===== src/rtl/fifo_puerto_if.sv =====
// Push/pop port bundle of the per-port transaction FIFO.
// The slave side is the FIFO; the master side is the producer/arbiter.
interface fifo_puerto_if #(
  parameter int DATA_WIDTH = 10,
  parameter int ADDR_WIDTH = 3
);
  logic                  push;
  logic [DATA_WIDTH-1:0] data_in;
  logic                  pop;
  logic [DATA_WIDTH-1:0] data_out;
  logic                  valid_out;
  logic                  empty;
  logic                  full;
  logic                  almostfull;
  logic                  almostempty;
  logic [ADDR_WIDTH:0]   count;
  logic                  error_out;

  modport master (
    output push, data_in, pop,
    input  data_out, valid_out, empty, full,
    input  almostfull, almostempty, count, error_out
  );

  modport slave (
    input  push, data_in, pop,
    output data_out, valid_out, empty, full,
    output almostfull, almostempty, count, error_out
  );
endinterface


===== src/rtl/fifo_puerto.sv =====
// Per-port synchronous FIFO with occupancy flags and sticky error.
// Depth 2^ADDR_WIDTH, registered read data, no fall-through.
module fifo_puerto #(
  parameter int DATA_WIDTH  = 10,
  parameter int ADDR_WIDTH  = 3,
  parameter int UMBRAL_ALTO = 6,
  parameter int UMBRAL_BAJO = 2
) (
  input logic        clk,
  input logic        reset,
  fifo_puerto_if.slave port
);
  localparam int DEPTH = 1 << ADDR_WIDTH;
  localparam int CW    = ADDR_WIDTH + 1;

  logic [DATA_WIDTH-1:0] mem [DEPTH];
  logic [ADDR_WIDTH-1:0] wr_ptr;
  logic [ADDR_WIDTH-1:0] rd_ptr;
  logic [CW-1:0]         count_q;
  logic [DATA_WIDTH-1:0] dout_q;
  logic                  valid_q;
  logic                  err_q;
  logic                  is_empty;
  logic                  is_full;
  logic                  do_push;
  logic                  do_pop;

  assign is_empty = (count_q == '0);
  assign is_full  = (count_q == CW'(DEPTH));
  assign do_pop   = port.pop && !is_empty;
  // A full FIFO still takes a push when the same edge frees a slot.
  assign do_push  = port.push && (!is_full || do_pop);

  always_ff @(posedge clk) begin
    if (do_push) begin
      mem[wr_ptr] <= port.data_in;
    end
  end

  always_ff @(posedge clk or posedge reset) begin
    if (reset) begin
      wr_ptr  <= '0;
      rd_ptr  <= '0;
      count_q <= '0;
      dout_q  <= '0;
      valid_q <= 1'b0;
      err_q   <= 1'b0;
    end else begin
      if (do_push) begin
        wr_ptr <= wr_ptr + 1'b1;
      end
      if (do_pop) begin
        rd_ptr <= rd_ptr + 1'b1;
        dout_q <= mem[rd_ptr];
      end
      valid_q <= do_pop;
      if (do_push && !do_pop) begin
        count_q <= count_q + 1'b1;
      end else if (do_pop && !do_push) begin
        count_q <= count_q - 1'b1;
      end
      if ((port.push && !do_push) ||
          (port.pop && !do_pop)) begin
        err_q <= 1'b1;
      end
    end
  end

  assign port.data_out    = dout_q;
  assign port.valid_out   = valid_q;
  assign port.count       = count_q;
  assign port.empty       = is_empty;
  assign port.full        = is_full;
  assign port.almostfull  = (count_q >= CW'(UMBRAL_ALTO));
  assign port.almostempty = (count_q <= CW'(UMBRAL_BAJO));
  assign port.error_out   = err_q;
endmodule


===== src/flat_wrapper.sv =====
// flat-port wrapper written by rule: the top's interface ports become plain ports
module fifo_puerto_flat 
#(
  parameter int DATA_WIDTH  = 10,
  parameter int ADDR_WIDTH  = 3,
  parameter int UMBRAL_ALTO = 6,
  parameter int UMBRAL_BAJO = 2
)
  (clk, reset, port_push, port_data_in, port_pop, port_data_out, port_valid_out, port_empty, port_full, port_almostfull, port_almostempty, port_count, port_error_out);
  fifo_puerto_if #(.DATA_WIDTH(DATA_WIDTH), .ADDR_WIDTH(ADDR_WIDTH)) port_i ();
  input logic clk;
  input logic reset;
  input wire logic [$bits(port_i.push)-1:0] port_push;
  input wire logic [$bits(port_i.data_in)-1:0] port_data_in;
  input wire logic [$bits(port_i.pop)-1:0] port_pop;
  output wire logic [$bits(port_i.data_out)-1:0] port_data_out;
  output wire logic [$bits(port_i.valid_out)-1:0] port_valid_out;
  output wire logic [$bits(port_i.empty)-1:0] port_empty;
  output wire logic [$bits(port_i.full)-1:0] port_full;
  output wire logic [$bits(port_i.almostfull)-1:0] port_almostfull;
  output wire logic [$bits(port_i.almostempty)-1:0] port_almostempty;
  output wire logic [$bits(port_i.count)-1:0] port_count;
  output wire logic [$bits(port_i.error_out)-1:0] port_error_out;
  assign port_i.push = port_push;
  assign port_i.data_in = port_data_in;
  assign port_i.pop = port_pop;
  assign port_data_out = port_i.data_out;
  assign port_valid_out = port_i.valid_out;
  assign port_empty = port_i.empty;
  assign port_full = port_i.full;
  assign port_almostfull = port_i.almostfull;
  assign port_almostempty = port_i.almostempty;
  assign port_count = port_i.count;
  assign port_error_out = port_i.error_out;
  fifo_puerto #(.DATA_WIDTH(DATA_WIDTH), .ADDR_WIDTH(ADDR_WIDTH), .UMBRAL_ALTO(UMBRAL_ALTO), .UMBRAL_BAJO(UMBRAL_BAJO)) u_core (.clk(clk), .reset(reset), .port(port_i));
endmodule

===== config.mk =====
export PLATFORM = sky130hd
export DESIGN_NAME = fifo_puerto_flat
export DESIGN_NICKNAME = d
export VERILOG_FILES = /design/src/rtl/fifo_puerto_if.sv /design/src/rtl/fifo_puerto.sv /design/src/flat_wrapper.sv
export SDC_FILE = /design/constraint.sdc
export NUM_CORES = 1
export LEC_CHECK = 0
export BUFFER_PORTS_ARGS = -buffer_cell sky130_fd_sc_hd__buf_2
export CAP_MARGIN = 40
export CELL_PAD_IN_SITES_DETAIL_PLACEMENT = 0
export CELL_PAD_IN_SITES_GLOBAL_PLACEMENT = 1
export CORE_MARGIN = 4
export CORE_UTILIZATION = 40
export DETAILED_ROUTE_END_ITERATION = 12
export PLACE_DENSITY = 0.69
export SLEW_MARGIN = 10
export SYNTH_ARGS = -nofsm -noshare
export SYNTH_HDL_FRONTEND = slang
export SYNTH_SLANG_ARGS = --single-unit

===== constraint.sdc =====
create_clock -name clk -period 3 [get_ports clk]
set_input_delay 0.6 -clock clk [delete_from_list [all_inputs] [get_ports clk]]
set_output_delay 0.6 -clock clk [all_outputs]
set_load 0.005 [all_outputs]

=== Yosys cells after proc, flatten, opt, wreduce, memory -nomap -nowiden ===
Memory sizes are Yosys's and may differ from the RTL's. A register that Yosys moved wholly into a read port is not among the register bits.
Cells that the tools add are included.

* Add/subtract/negate cells: 4
* Magnitude comparators: 2
* Equal/unequal tests: 1
* Shift operators: 0
* Divide/modulo/power cells: 0
* Reduce and logical (&&, ||, !) cells: 14
* Mux-type cells: 4
* Multipliers: 0
* Bitwise gates (word level): 0

{| class="wikitable"
|+ Operators with widths
! operator !! count
|-
| $mux 4 || 2
|-
| $add 3x1->3 const B || 2
|-
| $logic_and 1x1->1 || 6
|-
| $add 4x1->4 const B || 1
|-
| $eq 4x4->1 const B || 1
|-
| $ge 4x3->1 const B || 1
|-
| $le 4x2->1 const B || 1
|-
| $logic_not 1->1 || 4
|-
| $logic_not 4->1 || 1
|-
| $sub 4x1->4 const B || 1
|-
| $logic_or 1x1->1 || 2
|-
| $mux 1 || 2
|-
| $reduce_bool 2->1 || 1
|}

* Logic and storage cells: 31
* Memory bits (read-only): 0
* Bits of input ports: 14
* Latch bits: 0
* Register bits: 12
* Output and inout bits: 20
* RAM bits: 80
* Memories kept: 1

{| class="wikitable"
|+ Memory list
! name !! words !! bits a word !! rd ports !! clocked after Yosys merged registers in !! wr ports !! RTL line !! text
|-
| u_core.mem || 8 || 10 || 1 || 1 || 1 || fifo_puerto.sv:16 || <nowiki>logic [DATA_WIDTH-1:0] mem [DEPTH];</nowiki>
|}

=== Depth between registers and ports, before layout ===
* Word-level depth: 9
* Mapped depth: 11
* Depth with buffers taken out: 10

=== Worst setup path before layout ===
No wires, ideal clock.

* Path type: register to register
* From: reg u_core.count_q[0], in the netlist u_core.port.count[0]
* To: reg u_core.count_q[3], in the netlist u_core.port.count[3]
* Period minus slack after synthesis: 2.830 ns
* Library setup time: 0.126 ns
* Data required time: 2.874 ns
* Buffers on the path: 1
* Arrival time: 2.704 ns
* Cell stages (with the launch flop): 11
* Slack: 0.170 ns
* Cells stage by stage: dfrtp_1 -> or3_4 -> o21ai_4 -> buf_6 -> ha_1 -> inv_1 -> ha_1 -> a21o_1 -> a2111oi_2 -> a31oi_1 -> a221o_1

* Cells in the longest elaborated chain, start to end: 8
* Elaborated cells between the ends (all ways): 16
* Those cells by class: add/sub: 2; eq/ne: 1; mux: 2; reduce/logical: 11

{| class="wikitable"
|+ Ends and longest elaborated chain
! element !! RTL line !! text
|-
| from (decl) || fifo_puerto.sv:19 || <nowiki>logic [CW-1:0] count_q;</nowiki>
|-
| from (signal assigned) || fifo_puerto.sv:58 || <nowiki>count_q <= count_q + 1'b1;</nowiki>
|-
| from (signal assigned) || fifo_puerto.sv:60 || <nowiki>count_q <= count_q - 1'b1;</nowiki>
|-
| branches (longest 8 deep; another with $sub 4x1->4) || n/a ||
|}

Several ways; the timed one is not identified. The select of a mux whose other input is x is not followed.
A chain may end at the register's enable or synchronous reset.

=== Worst setup path in the final report ===
Ends and elaborated chain as after synthesis.

==> results_dict.tcl <==
set metrics [dict create \
    status "finished, final reports clean" \
    viasPerCell 5.063 \
    synth_top_area_cell "edfxtp_1" \
    rsz0062_at_grt "false" \
    yosys-top-cells-area "edfxtp_1, dfrtp_1, mux2_2" \
    detail_route.first_pass.iterations 4 \
    post-cts-setup-buffers 0 \
    synth.net_count 279 \
    final_antenna_net_count 0 \
    dr_total_vias 2258 \
    pre_cts_slack_ns 0.1752 \
    chipHeight_um 110.2 \
    arrival_ns 3.00 \
    fmax_mhz 363.3 \
    io_buffers 33 \
    antenna_cells 0 \
    grt_pass1_vias 2298 \
    whs_ns 0.1602 \
    cts_resized 0 \
    drcViolationCount 0 \
    synth_top_cell_area_share_pct 57.55 \
    yosys_warnings 0 \
    tns_ns 0 \
    worstPathRequired_ns 3.24 \
    synth_seq_area_share_pct 70.74 \
    min_path_type "in -> async" \
    clock_sinks 102 \
    synth.distinct_cells 36 \
    stdcell_area_um2 4750 \
    layout_setup_ws_ns 0.2473 \
    core_area_um2 10230 \
    drive_gt1_share_pct 28.71 \
    layout_common_cells "edfxtp_1, buf_2, nand2_1" \
    grt_max_degree 27 \
    initial_core_util_pct 40.80 \
    finalCriticalPeriod_ns 2.753 \
    cts.path.max_buffers 2 \
    setup_violations 0 \
    htree_levels 3 \
    worst-path-max-fanout 7 \
    max-slew-margin-rel_pct 62.02 \
    grt_pass1_wl_mm 12.01 \
    rows 37 \
    clk-insertion-delay-late_ns 0.35 \
    final_common_cell "edfxtp_1" \
    vdd_drop_max_mv 0.2655 \
    dp_cells 431 \
    die_w_um 110.2 \
    cts_root_buf "clkbuf_8" \
    gp_congestion 0.7350 \
    n_fill_cell 932 \
    cts_buffers 9 \
    drt_iter0_drc 87 \
    drv_slew 0 \
    die-area_um2 12130 \
    grt_overflow 0 \
    dp_hpwl_mm 4.932 \
    worst_pin_slew_ns 0.5697 \
    p_leak_uw 0.001780 \
    ys_ff_latch 102 \
    drt-total-wl_mm 7.635 \
    cts_hold_buf 0 \
    end_kind "flop" \
    area_growth_pct 13.79 \
    critical_path_class "reg -> reg" \
    syn_area_um2 4174 \
    netlist_instances 259 \
    antenna_found_initial 0 \
    grt_util_all_layers_pct 13.57 \
    drv.max_cap_violation_count 0 \
    finalHoldViolCount 0 \
    powerDensity_nw_per_um2 926.3 \
    nets 326 \
    cts_tree "built" \
    path_clk_slew_ns 0.09 \
    avgRoutedWirePerCell_um 17.12 \
    crit_path_start_kind "flop" \
    fin_skew_ns 0.01023 \
    syn_area_per_cell_um2 16.12 \
    fin_crit_sh_pct 91.76 \
    instances_no_fill 446 \
    ios 34 \
    placed_area_um2 4539 \
]
==> sequential cells by signal, indices dropped and copies added (netlist names) <==
name / cells
u_core.rd_ptr: 3
u_core.mem: 80
u_core.wr_ptr: 3
u_core.port.data_out: 10
u_core.port.count: 4
u_core.port.valid_out: 1
u_core.port.error_out: 1
==> worst paths after layout <==
check / startpoint / end / slack (ns) / depth (start not counted)
setup reg to reg: u_core.port.count[0] / u_core.port.count[3] / 0.25 / 9
hold / removal: reset / u_core.port.data_out[6] / 0.16 / 2
max in group asynchronous: reset / u_core.rd_ptr[0] / 2.46 / 3
setup / recovery: u_core.port.count[0] / u_core.port.count[3] / 0.25 / 9
hold reg to reg: u_core.port.error_out / u_core.port.error_out / 0.48 / 1
min in group clk: u_core.port.error_out / u_core.port.error_out / 0.48 / 1
==> routing by layer <==
metal	up-vias	GRT usage, %	share of wire, %
li1	1080	-	-
met1	1133	17.42	45
met2	39	22.36	50
met3	6	2.854	4.4
met4	0	5.805	1.3
met5	-	0	0
==> cell families after synthesis <==
| logic type | after synthesis | share of synthesized area [%] |
|---|---|---|
| AOI/OAI and AO/OA | 43 | 7.734 |
| xor gates and xnor gates | 5 | 1.049 |
| muxes | 41 | 10.46 |
| DFF | 102 | 70.74 |
| buffers and inverters | 15 | 2.968 |
| adders and majority gates | 6 | 1.978 |
| and+or+nand+nor | 47 | 5.066 |
==> per-stage QoR <==
stage / utilization, % / power, µW
finish: 46.42 / 4399
global route: 46.42 / 4679
CTS: 46.42 / 4468
detailed placement: 44.37 / 3554
global placement: 44.03 / 3509
floorplan: - / 3101
==> worst max-delay path, stage by stage (launching register included) <==
cell and delay [ns]:
dfrtp_1 0.47, or3_4 0.45, o21ai_4 0.13, ha_1 0.22
inv_1 0.12, ha_1 0.28, a21o_1 0.21, a2111oi_2 0.37
a31oi_1 0.08, a221o_1 0.31
==> cell usage after synthesis <==
master / number
o21ai_0: 1
dfrtp_1: 22
a21oi_1: 2
inv_1: 2
edfxtp_1: 80
a31oi_1: 1
o21ai_4: 1
mux2i_1: 20
a211oi_1: 1
a21bo_2: 1
a21o_1: 2
nor4_1: 1
buf_12: 2
a21boi_0: 1
buf_1: 1
nor2_1: 9
clkbuf_1: 2
a221o_1: 11
mux2_2: 21
o21ai_1: 10
inv_2: 2
a2111oi_2: 1
or3_4: 1
o22ai_1: 10
nand2_1: 24
buf_4: 1
ha_1: 5
o21bai_1: 1
xnor2_1: 5
nor2b_1: 3
nor3_1: 4
and2_1: 1
nand2b_1: 4
fa_1: 1
buf_6: 4
buf_2: 1
==> final cells by class <==
cell class              instances  area [µm²]  share of cell area, %
repair buffers                 47       302.8                  6.375
flip-flops and latches        102        2954                  62.20
well taps                     136       170.2                  3.583
clock inverters                 5       82.58                  1.739
inverters                       4       15.01                 0.3161
clock buffers                  10       127.6                  2.687
multi-input cells             142        1097                  23.10
==> power by group <==
part           internal [µW]  total (µW)  leakage (µW)  switching [µW]
sequential              1820        2030      0.000986             208
clock                    469         910      0.000107             441
combinational            710        1460      0.000687             753
(Power assumes the default switching activity.)
